===== config.mk =====
export PLATFORM = sky130hd
export DESIGN_NAME = slow2fast_sync_bank_flat
export DESIGN_NICKNAME = d
export VERILOG_FILES = /design/src/rtl/slow2fast_sync_bank_if.sv /design/src/rtl/slow2fast_sync_bank.sv /design/src/flat_wrapper.sv
export SDC_FILE = /design/constraint.sdc
export NUM_CORES = 1
export LEC_CHECK = 0
export CORE_MARGIN = 2
export CORE_UTILIZATION = 55
export DETAILED_ROUTE_END_ITERATION = 8
export DONT_BUFFER_PORTS = 1
export PLACE_DENSITY_LB_ADDON = 0.08
export SLEW_MARGIN = 5
export SYNTH_ARGS = -nofsm -noshare
export SYNTH_HDL_FRONTEND = slang
export SYNTH_SLANG_ARGS = --single-unit

===== constraint.sdc =====
create_clock -name clk_fast -period 4.9 [get_ports clk_fast]
set_clock_uncertainty 0.1 [all_clocks]
set_input_delay 0.735 -clock clk_fast [delete_from_list [all_inputs] [get_ports clk_fast]]
set_output_delay 0.735 -clock clk_fast [all_outputs]
set_load 0.1 [all_outputs]

===== src/rtl/slow2fast_sync_bank_if.sv =====
// Signal bundle for slow2fast_sync_bank: slow-domain bits and per-channel controls in,
// filtered levels, detector pulses and event counters out.
interface slow2fast_sync_bank_if #(
   parameter int CH    = 4,
   parameter int CNT_W = 8
);
   logic [CH-1:0]       data_in;
   logic [2*CH-1:0]     mode;
   logic [CH-1:0]       cnt_clr;
   logic [CH-1:0]       level_out;
   logic [CH-1:0]       pulse_out;
   logic [CH*CNT_W-1:0] evt_cnt;
   logic [CH-1:0]       cnt_ovf;

   modport master (
      output data_in, mode, cnt_clr,
      input  level_out, pulse_out, evt_cnt, cnt_ovf
   );

   modport slave (
      input  data_in, mode, cnt_clr,
      output level_out, pulse_out, evt_cnt, cnt_ovf
   );
endinterface


===== src/rtl/slow2fast_sync_bank.sv =====
// Multi-channel slow-to-fast single-bit synchronizer bank: sync chain, stable-count
// glitch filter, mode-selectable edge detector and saturating event counter per channel.
module slow2fast_sync_bank #(
   parameter int CH       = 4,
   parameter int STAGES   = 3,
   parameter int FILT_LEN = 2,
   parameter int CNT_W    = 8
) (
   input logic                  clk_fast,
   input logic                  rst,
   slow2fast_sync_bank_if.slave bus
);
   localparam int              FC_W    = $clog2(FILT_LEN + 1);
   localparam logic [FC_W-1:0] FC_LAST = FC_W'(FILT_LEN - 1);
   localparam logic [CNT_W-1:0] CNT_MAX = '1;

   for (genvar i = 0; i < CH; i++) begin : g_ch
      logic [STAGES-1:0] sync;
      logic              s;
      logic              filt;
      logic              filt_d;
      logic [FC_W-1:0]   fc;
      logic              pulse;
      logic              pulse_nxt;
      logic [1:0]        ch_mode;
      logic              edge_mode;
      logic [CNT_W-1:0]  cnt;
      logic              ovf;

      assign ch_mode   = bus.mode[2*i +: 2];
      assign edge_mode = (ch_mode != 2'b00);
      assign s         = sync[STAGES-1];

      // Plain flop chain: nothing may sit between the metastability stages.
      always_ff @(posedge clk_fast or posedge rst) begin
         if (rst) sync <= '0;
         else     sync <= {sync[STAGES-2:0], bus.data_in[i]};
      end

      // filt follows s only after FILT_LEN consecutive disagreeing cycles.
      always_ff @(posedge clk_fast or posedge rst) begin
         if (rst) begin
            filt <= 1'b0;
            fc   <= '0;
         end else if (s == filt) begin
            fc <= '0;
         end else if (fc == FC_LAST) begin
            filt <= s;
            fc   <= '0;
         end else begin
            fc <= fc + FC_W'(1);
         end
      end

      always_comb begin
         pulse_nxt = 1'b0;
         case (ch_mode)
            2'b00:   pulse_nxt = filt;
            2'b01:   pulse_nxt = filt & ~filt_d;
            2'b10:   pulse_nxt = ~filt & filt_d;
            default: pulse_nxt = filt ^ filt_d;
         endcase
      end

      always_ff @(posedge clk_fast or posedge rst) begin
         if (rst) begin
            filt_d <= 1'b0;
            pulse  <= 1'b0;
         end else begin
            filt_d <= filt;
            pulse  <= pulse_nxt;
         end
      end

      // A clear that coincides with a counted pulse keeps that pulse as the first event.
      always_ff @(posedge clk_fast or posedge rst) begin
         if (rst) begin
            cnt <= '0;
            ovf <= 1'b0;
         end else if (bus.cnt_clr[i]) begin
            cnt <= (pulse && edge_mode) ? CNT_W'(1) : '0;
            ovf <= 1'b0;
         end else if (pulse && edge_mode) begin
            if (cnt == CNT_MAX) ovf <= 1'b1;
            else                cnt <= cnt + CNT_W'(1);
         end
      end

      assign bus.level_out[i]              = filt;
      assign bus.pulse_out[i]              = pulse;
      assign bus.evt_cnt[i*CNT_W +: CNT_W] = cnt;
      assign bus.cnt_ovf[i]                = ovf;
   end
endmodule


===== src/flat_wrapper.sv =====
// flat-port wrapper written by rule: the top's interface ports become plain ports
module slow2fast_sync_bank_flat 
#(
   parameter int CH       = 4,
   parameter int STAGES   = 3,
   parameter int FILT_LEN = 2,
   parameter int CNT_W    = 8
)
  (clk_fast, rst, bus_data_in, bus_mode, bus_cnt_clr, bus_level_out, bus_pulse_out, bus_evt_cnt, bus_cnt_ovf);
  slow2fast_sync_bank_if #(.CH(CH), .CNT_W(CNT_W)) bus_i ();
  input logic clk_fast;
  input logic rst;
  input wire logic [$bits(bus_i.data_in)-1:0] bus_data_in;
  input wire logic [$bits(bus_i.mode)-1:0] bus_mode;
  input wire logic [$bits(bus_i.cnt_clr)-1:0] bus_cnt_clr;
  output wire logic [$bits(bus_i.level_out)-1:0] bus_level_out;
  output wire logic [$bits(bus_i.pulse_out)-1:0] bus_pulse_out;
  output wire logic [$bits(bus_i.evt_cnt)-1:0] bus_evt_cnt;
  output wire logic [$bits(bus_i.cnt_ovf)-1:0] bus_cnt_ovf;
  assign bus_i.data_in = bus_data_in;
  assign bus_i.mode = bus_mode;
  assign bus_i.cnt_clr = bus_cnt_clr;
  assign bus_level_out = bus_i.level_out;
  assign bus_pulse_out = bus_i.pulse_out;
  assign bus_evt_cnt = bus_i.evt_cnt;
  assign bus_cnt_ovf = bus_i.cnt_ovf;
  slow2fast_sync_bank #(.CH(CH), .STAGES(STAGES), .FILT_LEN(FILT_LEN), .CNT_W(CNT_W)) u_core (.clk_fast(clk_fast), .rst(rst), .bus(bus_i));
endmodule

-- After elaboration in Yosys (flattened, before gate mapping)
Cells that the tools add are included.
- register bits: 68
- output and inout bits: 44
- logic and storage cells: 156
- $add $sub $neg: 8
- equality and inequality tests: 24
- mux-type cells: 40
- bitwise logic cells: 24
- reductions and logical operators: 32
- operators with widths (cell ; number):
    $mux W8 ; 12
    $add A8 B1 Y8 const B ; 4
    $eq A8 B8 Y1 const B ; 4
    $reduce_and A2 Y1 ; 12
    $reduce_bool A2 Y1 ; 12
    $eq A2 B1 Y1 const B ; 8
    $mux W1 ; 16
    $mux W2 ; 8
    $not A1 Y1 ; 12
    $pmux W1 S3 ; 4
    $add A2 B1 Y2 const B ; 4
    $and A1 B1 Y1 ; 8
    $eq A2 B2 Y1 const B ; 4
    $logic_not A2 Y1 ; 4
    $ne A2 B2 Y1 const B ; 4
    $eq A1 B1 Y1 ; 4
    $logic_and A1 B1 Y1 ; 4
    $xor A1 B1 Y1 ; 4

-- Longest topological paths before layout
- depth in word-level cells: 4
- gate-level depth with buffers: 5
- gate-level depth less buffers: 5

-- Least setup slack after synthesis
Ideal clock, no wire load.
- path kind: register -> register
- from: register u_core.g_ch[2].cnt[0]
- to: register u_core.g_ch[2].cnt[6]
- data arrival time: 2.238 ns
- setup slack: 2.484 ns
- cell stages (with the launch flop): 6
- buffers on the path: 0
- path through: dfrtp_1 > ha_1 > nand3_2 > or3b_4 > or3_1 > a21oi_1
- cells in the longest elaborated chain, start to end: 4
- RTL lines (what ; RTL line ; RTL):
    start: declaration ; slow2fast_sync_bank.sv:27 ; logic [CNT_W-1:0] cnt;
    start signal: assignment ; slow2fast_sync_bank.sv:81 ; cnt <= (pulse && edge_mode) ? CNT_W'(1) : '0;
    start signal: assignment ; slow2fast_sync_bank.sv:85 ; else cnt <= cnt + CNT_W'(1);
    $add A8 B1 Y8 ; slow2fast_sync_bank.sv:85 ;
    $mux W8 ; slow2fast_sync_bank.sv:84 ; if (cnt == CNT_MAX) ovf <= 1'b1;
    $mux W8 ; slow2fast_sync_bank.sv:83 ; end else if (pulse && edge_mode) begin
    $mux W8 ; slow2fast_sync_bank.sv:80 ; end else if (bus.cnt_clr[i]) begin
Parallel ways exist; a longest one is shown, timed or not. The select of a mux whose other input is x is not followed.
A chain may end at the register's enable or synchronous reset.

-- Worst setup path in the final report
- from: register u_core.g_ch[3].cnt[0]
- to: register u_core.g_ch[3].cnt[1]
- cells in the longest elaborated chain, start to end: 4
- RTL lines (what ; RTL line):
    start: declaration ; slow2fast_sync_bank.sv:27
    start signal: assignment ; slow2fast_sync_bank.sv:81
    start signal: assignment ; slow2fast_sync_bank.sv:85
    $add A8 B1 Y8 ; slow2fast_sync_bank.sv:85
    $mux W8 ; slow2fast_sync_bank.sv:84
    $mux W8 ; slow2fast_sync_bank.sv:83
    $mux W8 ; slow2fast_sync_bank.sv:80
Parallel ways exist; a longest one is shown, timed or not. The select of a mux whose other input is x is not followed.

==> qor.txt <==
Clock Latency Late Sink = 340 ps
Worst Path Max Fanout = 6
TNS Setup = 0 ps
post-CTS setup repair buffer count = 0
synth warn = 0
number of antenna repair diodes = 0
Comb pwr share = 0.143
die height = 79.58 um
Final #Nets = 307
row cnt = 27
unrepaired setup endpoints after global routing = false
DRC Markers = 0
fmax = 0.3965 GHz
Routability Congestion = 0.8032
DRT Wirelength = 5.211 mm
Sw Share = 0.4519
Startpoint Class = flop
post-CTS sizing = 0
Area growth syn-to-layout = 6.093%
kind of end point of the critical path = flop
Synth cell types = 35
first-pass iteration count of the detailed router = 4
Req. time, crit path = 5030 ps
min Tclk post-route = 2522 ps
I/O pin count = 62
most frequent cells after synthesis = dfrtp_1, nor2_1, inv_1
Internal = 1.042 mW
Synth Cell Area = 3142 um^2
Final Hold Fails = 0
DR iter-0 viols = 74
Final setup viols = 0
total of max-cap violations = 0
# H-tree levels = 3
asr flop ratio synth = 1.000
initial antenna violation count = 0
first-pass GRT wire length = 8.783 mm
overall power = 1.902 mW
ratio of cells with drive above 1 in the final layout = 0.09574
worst hold-check path type = primary input to asynchronous set/reset pin
Yosys top cell area share = 0.5416
total CTS buffers = 9
syn_nets = 311
sequential share of the synthesized area = 0.5416
Core Box Area = 5507 um^2
top-count cell post-synth = dfrtp_1
CP Class = flop to flop
Reg clk slew, reported paths = 70 ps
global route overflow = 0
Longest Clk Path Bufs = 2
Worst VDD drop = 0.0003165 V
CTS root buffer = clkbuf_8
Syn Inst Count = 281
PD cells = 570.6 nW/um^2
effective utilization at floorplan = 0.5706
syn avg cell area = 11.18 um^2
Worst Tran Pin Value = 1062 ps
Routed Antenna Nets = 0
post-synth top area cell = dfrtp_1
vias in the first global route = 1,915
Synth area leaders = dfrtp_1, ha_1, nor2_1
post-detail-place hpwl = 3.650 mm
leakage power total = 1.505 nW
port bufs = 0
CTS tree = built
Post-synth EDFFs = 0
total global-route track usage = 0.1834
pin count of the biggest net entering global routing = 45
die width = 79.58 um
CP arrival = 2650 ps
#FFs+latches synth = 68
Slew Limit Headroom = 0.2922
Die ar. = 6333 um^2
Final Max Slew Viols = 0
Sink Count = 68
Top FF cell, synth = dfrtp_1
DR vias/cell = 5.650
Sw Pwr = 859.4 uW
status = finished clean
clock power share = 0.241
Tcrit/Tclk final = 0.5147
Vias = 2,000
wire per inst = 14.72 um
Flop pwr share = 0.617
hold buffers post-CTS = 0
==> layout by cell type, fill, tap and decap left out <==
master      count
dfrtp_1        68
nor2_1         33
inv_1          16
o21ai_0        13
xor2_1         13
o211ai_1       12
ha_1           12
clkbuf_8       11
nand2_1        10
nand4_1         9
a21oi_1         9
nor3_1          8
mux2i_1         7
and3_1          6
xnor2_1         6
nand3_1         5
o21a_1          4
nand3b_1        4
mux4_2          4
a31o_2          4
and2_1          3
nor2b_1         2
o41ai_1         2
o2111ai_1       2
a2111oi_0       2
and4b_1         2
or3_1           2
clkinv_2        2
and4_1          1
o2111a_1        1
nand3_2         1
inv_2           1
o311ai_0        1
or3b_4          1
a41oi_1         1
clkbuf_1        1
bufinv_16       1
clkinvlp_4      1
buf_4           1
==> sequential cells by signal, summed over array words and instances, names as in the netlist <==
signal              count
u_core.g_ch.cnt        32
u_core.g_ch.filt        4
u_core.g_ch.ovf         4
u_core.g_ch.pulse       4
u_core.g_ch.sync       12
u_core.g_ch.filt_d      4
u_core.g_ch.fc          8
==> critical path, cell delays in order (launching register included) <==
cell and delay [ps]:
dfrtp_1 990, ha_1 390, nand3_1 200, o21ai_0 440
mux2i_1 230, nor2_1 60
==> power by group through the flow <==
stage                     clock network, mW  logic (mW)  registers (mW)
after global placement                    0       0.267            1.18
after floorplan                           0       0.510           0.930
after global routing                  0.498       0.321            1.19
after CTS                             0.478       0.276            1.18
final                                 0.457       0.271            1.17
after detailed placement                  0       0.275            1.19
==> metrics by stage <==
step           area (um^2)  setup slack (ps)  cells  hold WS, ps    util
6_report              3333              2378    354        214.0  0.6053
5_1_grt               3333              2201    354        247.9  0.6053
4_1_cts               3333              2375    354        222.5  0.6053
3_5_place_dp          3131              2388    338        235.8  0.5685
3_3_place_gp          3131              2428    338        232.3  0.5685
2_1_floorplan         3142              2353    281        231.2       -
==> routing by layer <==
layer / global-route usage / part of all wire / routed length [um]
met1: 0.2270 / 0.46 / 2381
met2: 0.2756 / 0.46 / 2380
met3: 0.08937 / 0.068 / 355
met4: 0.07241 / 0.018 / 93
met5: 0 / 0 / 0
==> path summary, 6_finish.rpt <==
check,startpoint,endpoint,slack (ps),depth (start not counted)
setup / recovery,u_core.g_ch[3].cnt[0]$_DFFE_PP0P_,u_core.g_ch[3].cnt[1]$_DFFE_PP0P_,2380,5
hold reg to reg,u_core.g_ch[3].sync[1]$_DFF_PP0_,u_core.g_ch[3].sync[2]$_DFF_PP0_,250,0
hold / removal,rst,u_core.g_ch[3].ovf$_DFFE_PP0P_,210,1
setup reg to reg,u_core.g_ch[3].cnt[0]$_DFFE_PP0P_,u_core.g_ch[3].cnt[1]$_DFFE_PP0P_,2380,5
max in group asynchronous,rst,u_core.g_ch[3].sync[1]$_DFF_PP0_,3570,2
min in group clk_fast,u_core.g_ch[3].sync[1]$_DFF_PP0_,u_core.g_ch[3].sync[2]$_DFF_PP0_,250,0
==> kinds of logic after synthesis <==
logic type                 count (synthesis)  synth area share
and+or+nand+nor                           87            0.1414
DFF                                       68            0.5416
xor gates and xnor gates                  19           0.05297
AOI/OAI and AO/OA                         51            0.1103
buffers and inverters                     33           0.05496
muxes                                     11           0.05098
adders and majority gates                 12           0.04779
==> area by class of cell <==
class	instances	area [um^2]
Clock buffer	12	155.1
Clock inverter	4	47.55
Fill cell	445	2173
Inverter	17	63.81
Multi-Input combinational cell	180	1267
Sequential cell	68	1702
Tap cell	72	90.09
Timing Repair Buffer	1	7.507
Note: power is estimated with default switching activity, not from simulation.
